File: src/rtl/pe_traffic_gen.sv
// Synthetic NoC leaf PE: injects addressed packets and sinks/counts received ones.
// Optional RX stall pattern: define PE_RX_BACKPRESSURE_EN.
module pe_traffic_gen #(
  parameter int ADDRESS  = 0,
  parameter int ADDR_W   = 2,
  parameter int NUM_PKTS = 8,
  parameter int INJ_GAP  = 2,
  parameter int CNT_W    = 16
) (
  input  logic             clk,
  input  logic             rst_n,
  input  logic             i_enable,
  output logic [31:0]      o_data,
  output logic             o_data_valid,
  input  logic             i_data_ready,
  input  logic [31:0]      i_data,
  input  logic             i_data_valid,
  output logic             o_data_ready,
  output logic [CNT_W-1:0] o_tx_count,
  output logic [CNT_W-1:0] o_rx_count,
  output logic [CNT_W-1:0] o_err_count,
  output logic             o_done
);

  localparam int SEQ_W = 32 - 2 * ADDR_W;
  localparam int GW = (INJ_GAP > 1) ? $clog2(INJ_GAP) : 1;
  localparam logic [ADDR_W-1:0] SRC = ADDR_W'(ADDRESS);
  localparam logic [GW-1:0] GAP_LAST =
    GW'((INJ_GAP > 0) ? INJ_GAP - 1 : 0);
  localparam logic [CNT_W-1:0] LAST_PKT =
    CNT_W'((NUM_PKTS > 0) ? NUM_PKTS - 1 : 0);
  localparam bit LIMITED = (NUM_PKTS != 0);

  typedef enum logic [1:0] {
    S_IDLE,
    S_SEND,
    S_GAP,
    S_DONE
  } state_t;

  state_t            state;
  logic [SEQ_W-1:0]  seq;
  logic [ADDR_W-1:0] dest;
  logic [GW-1:0]     gap_cnt;
  logic              tx_fire;
  logic              rx_fire;
  logic              rx_unused;

  function automatic logic [CNT_W-1:0] sat_inc(
    input logic [CNT_W-1:0] v
  );
    return (&v) ? v : v + CNT_W'(1);
  endfunction

  // Round-robin over all nodes except our own address
  function automatic logic [ADDR_W-1:0] next_dest(
    input logic [ADDR_W-1:0] d
  );
    logic [ADDR_W-1:0] n;
    n = d + ADDR_W'(1);
    if (n == SRC) n = n + ADDR_W'(1);
    return n;
  endfunction

  function automatic logic [31:0] pack(
    input logic [SEQ_W-1:0]  s,
    input logic [ADDR_W-1:0] d
  );
    return {s, SRC, d};
  endfunction

  assign tx_fire   = o_data_valid & i_data_ready;
  assign rx_fire   = i_data_valid & o_data_ready;
  assign rx_unused = ^i_data[31:ADDR_W];

  always_ff @(posedge clk or negedge rst_n) begin
    if (!rst_n) begin
      state        <= S_IDLE;
      seq          <= '0;
      dest         <= SRC + ADDR_W'(1);
      gap_cnt      <= '0;
      o_data       <= '0;
      o_data_valid <= 1'b0;
      o_done       <= 1'b0;
      o_tx_count   <= '0;
    end else begin
      unique case (state)
        S_IDLE: begin
          if (i_enable) begin
            state        <= S_SEND;
            o_data_valid <= 1'b1;
            o_data       <= pack(seq, dest);
          end
        end
        S_SEND: begin
          if (tx_fire) begin
            o_tx_count <= sat_inc(o_tx_count);
            seq        <= seq + SEQ_W'(1);
            dest       <= next_dest(dest);
            if (LIMITED && o_tx_count == LAST_PKT) begin
              state        <= S_DONE;
              o_data_valid <= 1'b0;
              o_done       <= 1'b1;
            end else if (INJ_GAP == 0) begin
              o_data <= pack(seq + SEQ_W'(1), next_dest(dest));
            end else if (!i_enable) begin
              state        <= S_IDLE;
              o_data_valid <= 1'b0;
            end else begin
              state        <= S_GAP;
              o_data_valid <= 1'b0;
              gap_cnt      <= '0;
            end
          end
        end
        S_GAP: begin
          if (gap_cnt == GAP_LAST) begin
            if (i_enable) begin
              state        <= S_SEND;
              o_data_valid <= 1'b1;
              o_data       <= pack(seq, dest);
            end else begin
              state <= S_IDLE;
            end
          end else begin
            gap_cnt <= gap_cnt + GW'(1);
          end
        end
        S_DONE: begin
          o_done <= 1'b1;
        end
        default: state <= S_IDLE;
      endcase
    end
  end

  always_ff @(posedge clk or negedge rst_n) begin
    if (!rst_n) begin
      o_rx_count  <= '0;
      o_err_count <= '0;
    end else if (rx_fire) begin
      o_rx_count <= sat_inc(o_rx_count);
      if (i_data[ADDR_W-1:0] != SRC)
        o_err_count <= sat_inc(o_err_count);
    end
  end

`ifdef PE_RX_BACKPRESSURE_EN
  logic [1:0] bp_cnt;

  always_ff @(posedge clk or negedge rst_n) begin
    if (!rst_n) bp_cnt <= 2'd0;
    else        bp_cnt <= bp_cnt + 2'd1;
  end

  assign o_data_ready = (bp_cnt != 2'd3);
`else
  assign o_data_ready = 1'b1;
`endif

endmodule

File: config.mk
export PLATFORM = sky130hd
export DESIGN_NAME = pe_traffic_gen
export DESIGN_NICKNAME = d
export VERILOG_FILES = /design/src/rtl/pe_traffic_gen.sv
export SDC_FILE = /design/constraint.sdc
export NUM_CORES = 1
export LEC_CHECK = 0
export CAP_MARGIN = 20
export CORE_MARGIN = 8
export CORE_UTILIZATION = 54
export CTS_CLUSTER_DIAMETER = 100
export DETAILED_ROUTE_END_ITERATION = 7
export PLACE_DENSITY = 0.95
export SYNTH_ARGS = -nofsm -noshare
export SYNTH_HDL_FRONTEND = slang
export SYNTH_SLANG_ARGS = --single-unit
File: constraint.sdc
create_clock -name clk -period 4.1 [get_ports clk]
set_input_delay 0.82 -clock clk [delete_from_list [all_inputs] [get_ports clk]]
set_output_delay 0.82 -clock clk [all_outputs]
set_load 0.02 [all_outputs]
* Yosys cells after proc, flatten, opt, wreduce, memory -nomap -nowiden
Index checks and enable logic that the tools add are counted.
Word-level totals: bits of input ports 37, output and inout port bits 83, word-level logic and storage cells 73, latch bits 0, memories 0, ROM bits 0, memory bits (writable) 0, register bits 115
Cells by class: shifts and indexed selects 0, bitwise logic cells 4, magnitude comparators 0, $add $sub $neg 7, multipliers 0, equal/unequal tests 10, mux-type cells 23, reductions and logical operators 19, div/mod/pow operators 0
Operators with widths (number):
- $mux W32 | 2
- $pmux W32 S2 | 1
- $add A16 B1 Y16 const B | 3
- $reduce_and A16 Y1 | 3
- $add A28 B1 Y28 const B | 1
- $eq A16 B3 Y1 const B | 1
- $mux W2 | 6
- $ne A2 B2 Y1 const B | 6
- $reduce_and A3 Y1 | 4
- $mux W1 | 10
- $reduce_and A4 Y1 | 2
- $reduce_bool A2 Y1 | 4
- $pmux W2 S3 | 1
- $reduce_and A2 Y1 | 3
- $add A2 B1 Y2 const B | 2
- $eq A2 B2 Y1 const B | 2
- $logic_not A2 Y1 | 2
- $pmux W1 S2 | 2
- $not A1 Y1 | 3
- $pmux W1 S3 | 1
- $reduce_bool A3 Y1 | 1
- $eq A2 B1 Y1 const B | 1
- $add A1 B1 Y1 const B | 1
- $and A1 B1 Y1 | 1

* Depth between registers and ports, before layout
word-level depth 4, mapped depth 8

* Worst setup path after synthesis
No wires, ideal clock.
kind input -> register, from in i_data_ready, to reg seq[22], setup slack 2.052 ns, data arrival time 1.925 ns, data required time 3.977 ns, stages on the path 5, path buffers 0, path through nand4_1 -> or4_4 -> nor3_4 -> nand3_1 -> xnor2_1
On the way: longest elaborated chain between the ends 2
Ends and longest elaborated chain:
- from (decl) | RTL line 15 | input logic i_data_ready,
- $and A1 B1 Y1 | RTL line 72 | assign tx_fire = o_data_valid & i_data_ready;
- $reduce_and A2 Y1 (no source line)
- to (signal assigned) | RTL line 98 | seq <= seq + SEQ_W'(1);
- to (decl) | RTL line 42 | logic [SEQ_W-1:0] seq;
Every way passes these cells. A chain may end at the register's enable or synchronous reset.

* Final worst setup path
from reg o_tx_count[15], to out o_tx_count[15]
RTL lines:
- from (decl) | RTL line 19 | output logic [CNT_W-1:0] o_tx_count,
- from (signal assigned) | RTL line 97 | o_tx_count <= sat_inc(o_tx_count);
No word-level cell between the ends.

==> results.json <==
{
  "seq_area_frac_synth": 0.5565,
  "holdWs_ps": 127.2,
  "path_cells": "clkdlybuf4s50_1",
  "grt_pass1_vias": 3959,
  "cts_buffers": 17,
  "initial_utilization": 0.5528,
  "num_rows": 35,
  "slew-limit-headroom": 0.6246,
  "cts.path.max_buffers": 2,
  "power_mw": 3.043,
  "nNetsFinal": 582,
  "grt_usage": 0.1868,
  "dp.final_hpwl_um": 7864,
  "dr_total_vias": 3700,
  "clk_pin_slew_ps": 60,
  "ant_nets": 0,
  "route.detailed.drc": 0,
  "grt_overflow": 0,
  "crit_slowest_cell": "clkdlybuf4s50_1",
  "gp_congestion": 0.8536,
  "critPathTopFamily": "buffers and inverters",
  "drive_gt1_frac": 0.1515,
  "period_needed_ps": 2476,
  "power.density_nw_per_um2": 457.2,
  "ir_worst_vdd_mv": 0.3022,
  "fin_skew_ps": 7.795,
  "required_ps": 3280,
  "drt-total-wl_um": 11330,
  "setup.worst_path.start_class": "flip-flop",
  "setup-tns-final_ps": 0,
  "io_buffers": 86,
  "cap_violations": 0,
  "crit_fanout": 8,
  "syn_area_per_cell_um2": 11.66,
  "synth_top_area_cell": "dfrtp_1",
  "hold_viol": 0,
  "grt_antenna_before_repair": 0,
  "dr.pass1.iters": 4,
  "met2_usage": 0.3230,
  "netlist_area_um2": 5084,
  "drtIter0Drc": 147,
  "fp.dieW_um": 113.0,
  "p_leak_nw": 3.051,
  "synth_common_cells": "dfrtp_1 (112), nand2_1 (44), xnor2_1 (41)",
  "post_cts_buffers": 0,
  "htree_levels": 4,
  "clock_sinks": 113,
  "grt_pass1_wl_um": 19380,
  "post_cts.resized_instances": 0,
  "synth_edf_count": 0,
  "criticalPathCategory": "flip-flop to output pin",
  "boundaryPins": 120,
  "clock_latency_ps": 500,
  "synth_cells": 436,
  "cpPeakStageDelay_ps": 670,
  "synth.distinct_cells": 46,
  "end_kind": "output pin",
  "grt_max_degree": 83,
  "use_met1": 0.2156,
  "die_y_um": 113.0,
  "cts_root_buffer": "clkbuf_8",
  "maxSlewViolCount": 0,
  "synth.most_common_cell": "dfrtp_1",
  "core_um2": 9196,
  "grtUsageMet3": 0.06070,
  "yosysTopAreaCellShare": 0.5513,
  "setup_viol": 0,
  "yosys-top-cells-area": "dfrtp_1 (55%), mux2_2 (7.5%), xnor2_1 (7.1%), xor2_1 (3.8%), nand2_1 (3.2%)",
  "outcome": "finished, final reports clean",
  "synth_seq_cells": 113,
  "path_buf_inv": 1,
  "cts_tree": "yes",
  "busiest_layer": "met2",
  "max_freq_ghz": 0.4039,
  "yosys_warnings": 0,
  "rsz0062_at_grt": "false",
  "worstPathArrival_ps": 1660,
  "syn_to_final_growth_pct": 30.94,
  "hp-class": "input pin to async pin",
  "wl_per_cell_um": 17.19,
  "fp.dieArea_um2": 12770,
  "via_per_inst": 5.615,
  "ys.flop_type": "dfrtp_1",
  "cts_hold_buf": 0,
  "worstMarginPinSlew_ps": 558.4,
  "timing.final.crit_share": 0.6039,
  "diodes": 0,
  "async_flop_share": 1.000
}
==> layer usage <==
layer / wire, µm / vias up
li1: - / 1740
met1: 4611 / 1851
met2: 5933 / 95
met3: 654 / 14
met4: 129 / 0
met5: 0 / -
==> layout make-up <==
class	count	area [µm²]
Multi-Input combinational cell	307	2181
Clock inverter	15	162.7
Fill cell	645	2540
Timing Repair Buffer	90	908.4
Tap cell	111	138.9
Clock buffer	17	414.1
Inverter	6	22.52
Sequential cell	113	2829
==> flip-flops by register name, summed over array words and instances (netlist names) <==
name          flops
dest              2
o_rx_count       16
seq              28
gap_cnt           1
o_data           30
o_tx_count       16
state             2
o_done            1
o_data_valid      1
o_err_count      16
==> through the flow <==
stage          cells    util  area, µm²  setup slack, ps
6_report         659  0.7238       6656             1624
5_1_grt          659  0.7238       6656             1546
4_1_cts          658  0.7208       6629             1607
3_5_place_dp     626  0.6581       6052             1219
3_3_place_gp     626  0.6581       6052             1269
2_1_floorplan    437       -       5087             2052
==> worst paths after layout <==
check	from	to	slack, ps	cells past startpoint
hold / removal	rst_n	o_err_count[14]$_DFFE_PN0P_	130	1
hold reg to reg	seq[27]$_DFFE_PN0N_	seq[27]$_DFFE_PN0N_	470	1
setup / recovery	o_tx_count[15]$_DFFE_PN0P_	o_tx_count[15]	1620	1
max in group asynchronous	rst_n	o_data[6]$_DFFE_PN0P_	3140	3
min in group clk	seq[27]$_DFFE_PN0N_	seq[27]$_DFFE_PN0N_	470	1
setup reg to reg	state[1]$_DFFE_PN0P_	seq[21]$_DFFE_PN0N_	1750	7
==> power by group <==
part,internal [mW],leakage (nW),switching [mW]
Sequential,1.18,1.53,0.0843
Combinational,0.187,1.25,0.199
Clock,0.869,0.275,0.523
==> logic make-up after synthesis <==
kind of cell,after synthesis,synth area share
AO/OA/AOI/OAI,34,0.04061
multiplexers,36,0.08024
buffers and inverters,17,0.01526
adder cells (fa/ha/maj),10,0.02461
AND/OR/NAND/NOR,161,0.1728
other,2,0.001477
XOR/XNOR,63,0.1085
flip-flops,113,0.5565
==> placed cells by master (no fill, tap or decap), types with 5 or more instances in the layout <==
| master | netlist | routed |
|---|---|---|
| nand3_1 | 28 | 28 |
| a31oi_1 | 8 | 8 |
| clkinv_4 | 0 | 6 |
| nand4_1 | 24 | 24 |
| nor2_1 | 17 | 17 |
| nor3_1 | 6 | 6 |
| ha_1 | 10 | 10 |
| and3_1 | 14 | 14 |
| a21oi_1 | 11 | 11 |
| xnor2_1 | 41 | 41 |
| and4_1 | 6 | 6 |
| clkbuf_16 | 0 | 16 |
| inv_1 | 6 | 6 |
| dfrtp_1 | 112 | 112 |
| xor2_1 | 22 | 22 |
| o21ai_0 | 5 | 5 |
| nand2_1 | 44 | 44 |
| mux2_2 | 34 | 34 |
| clkdlybuf4s50_1 | 0 | 85 |
Note: power is estimated with default switching activity, not from simulation.
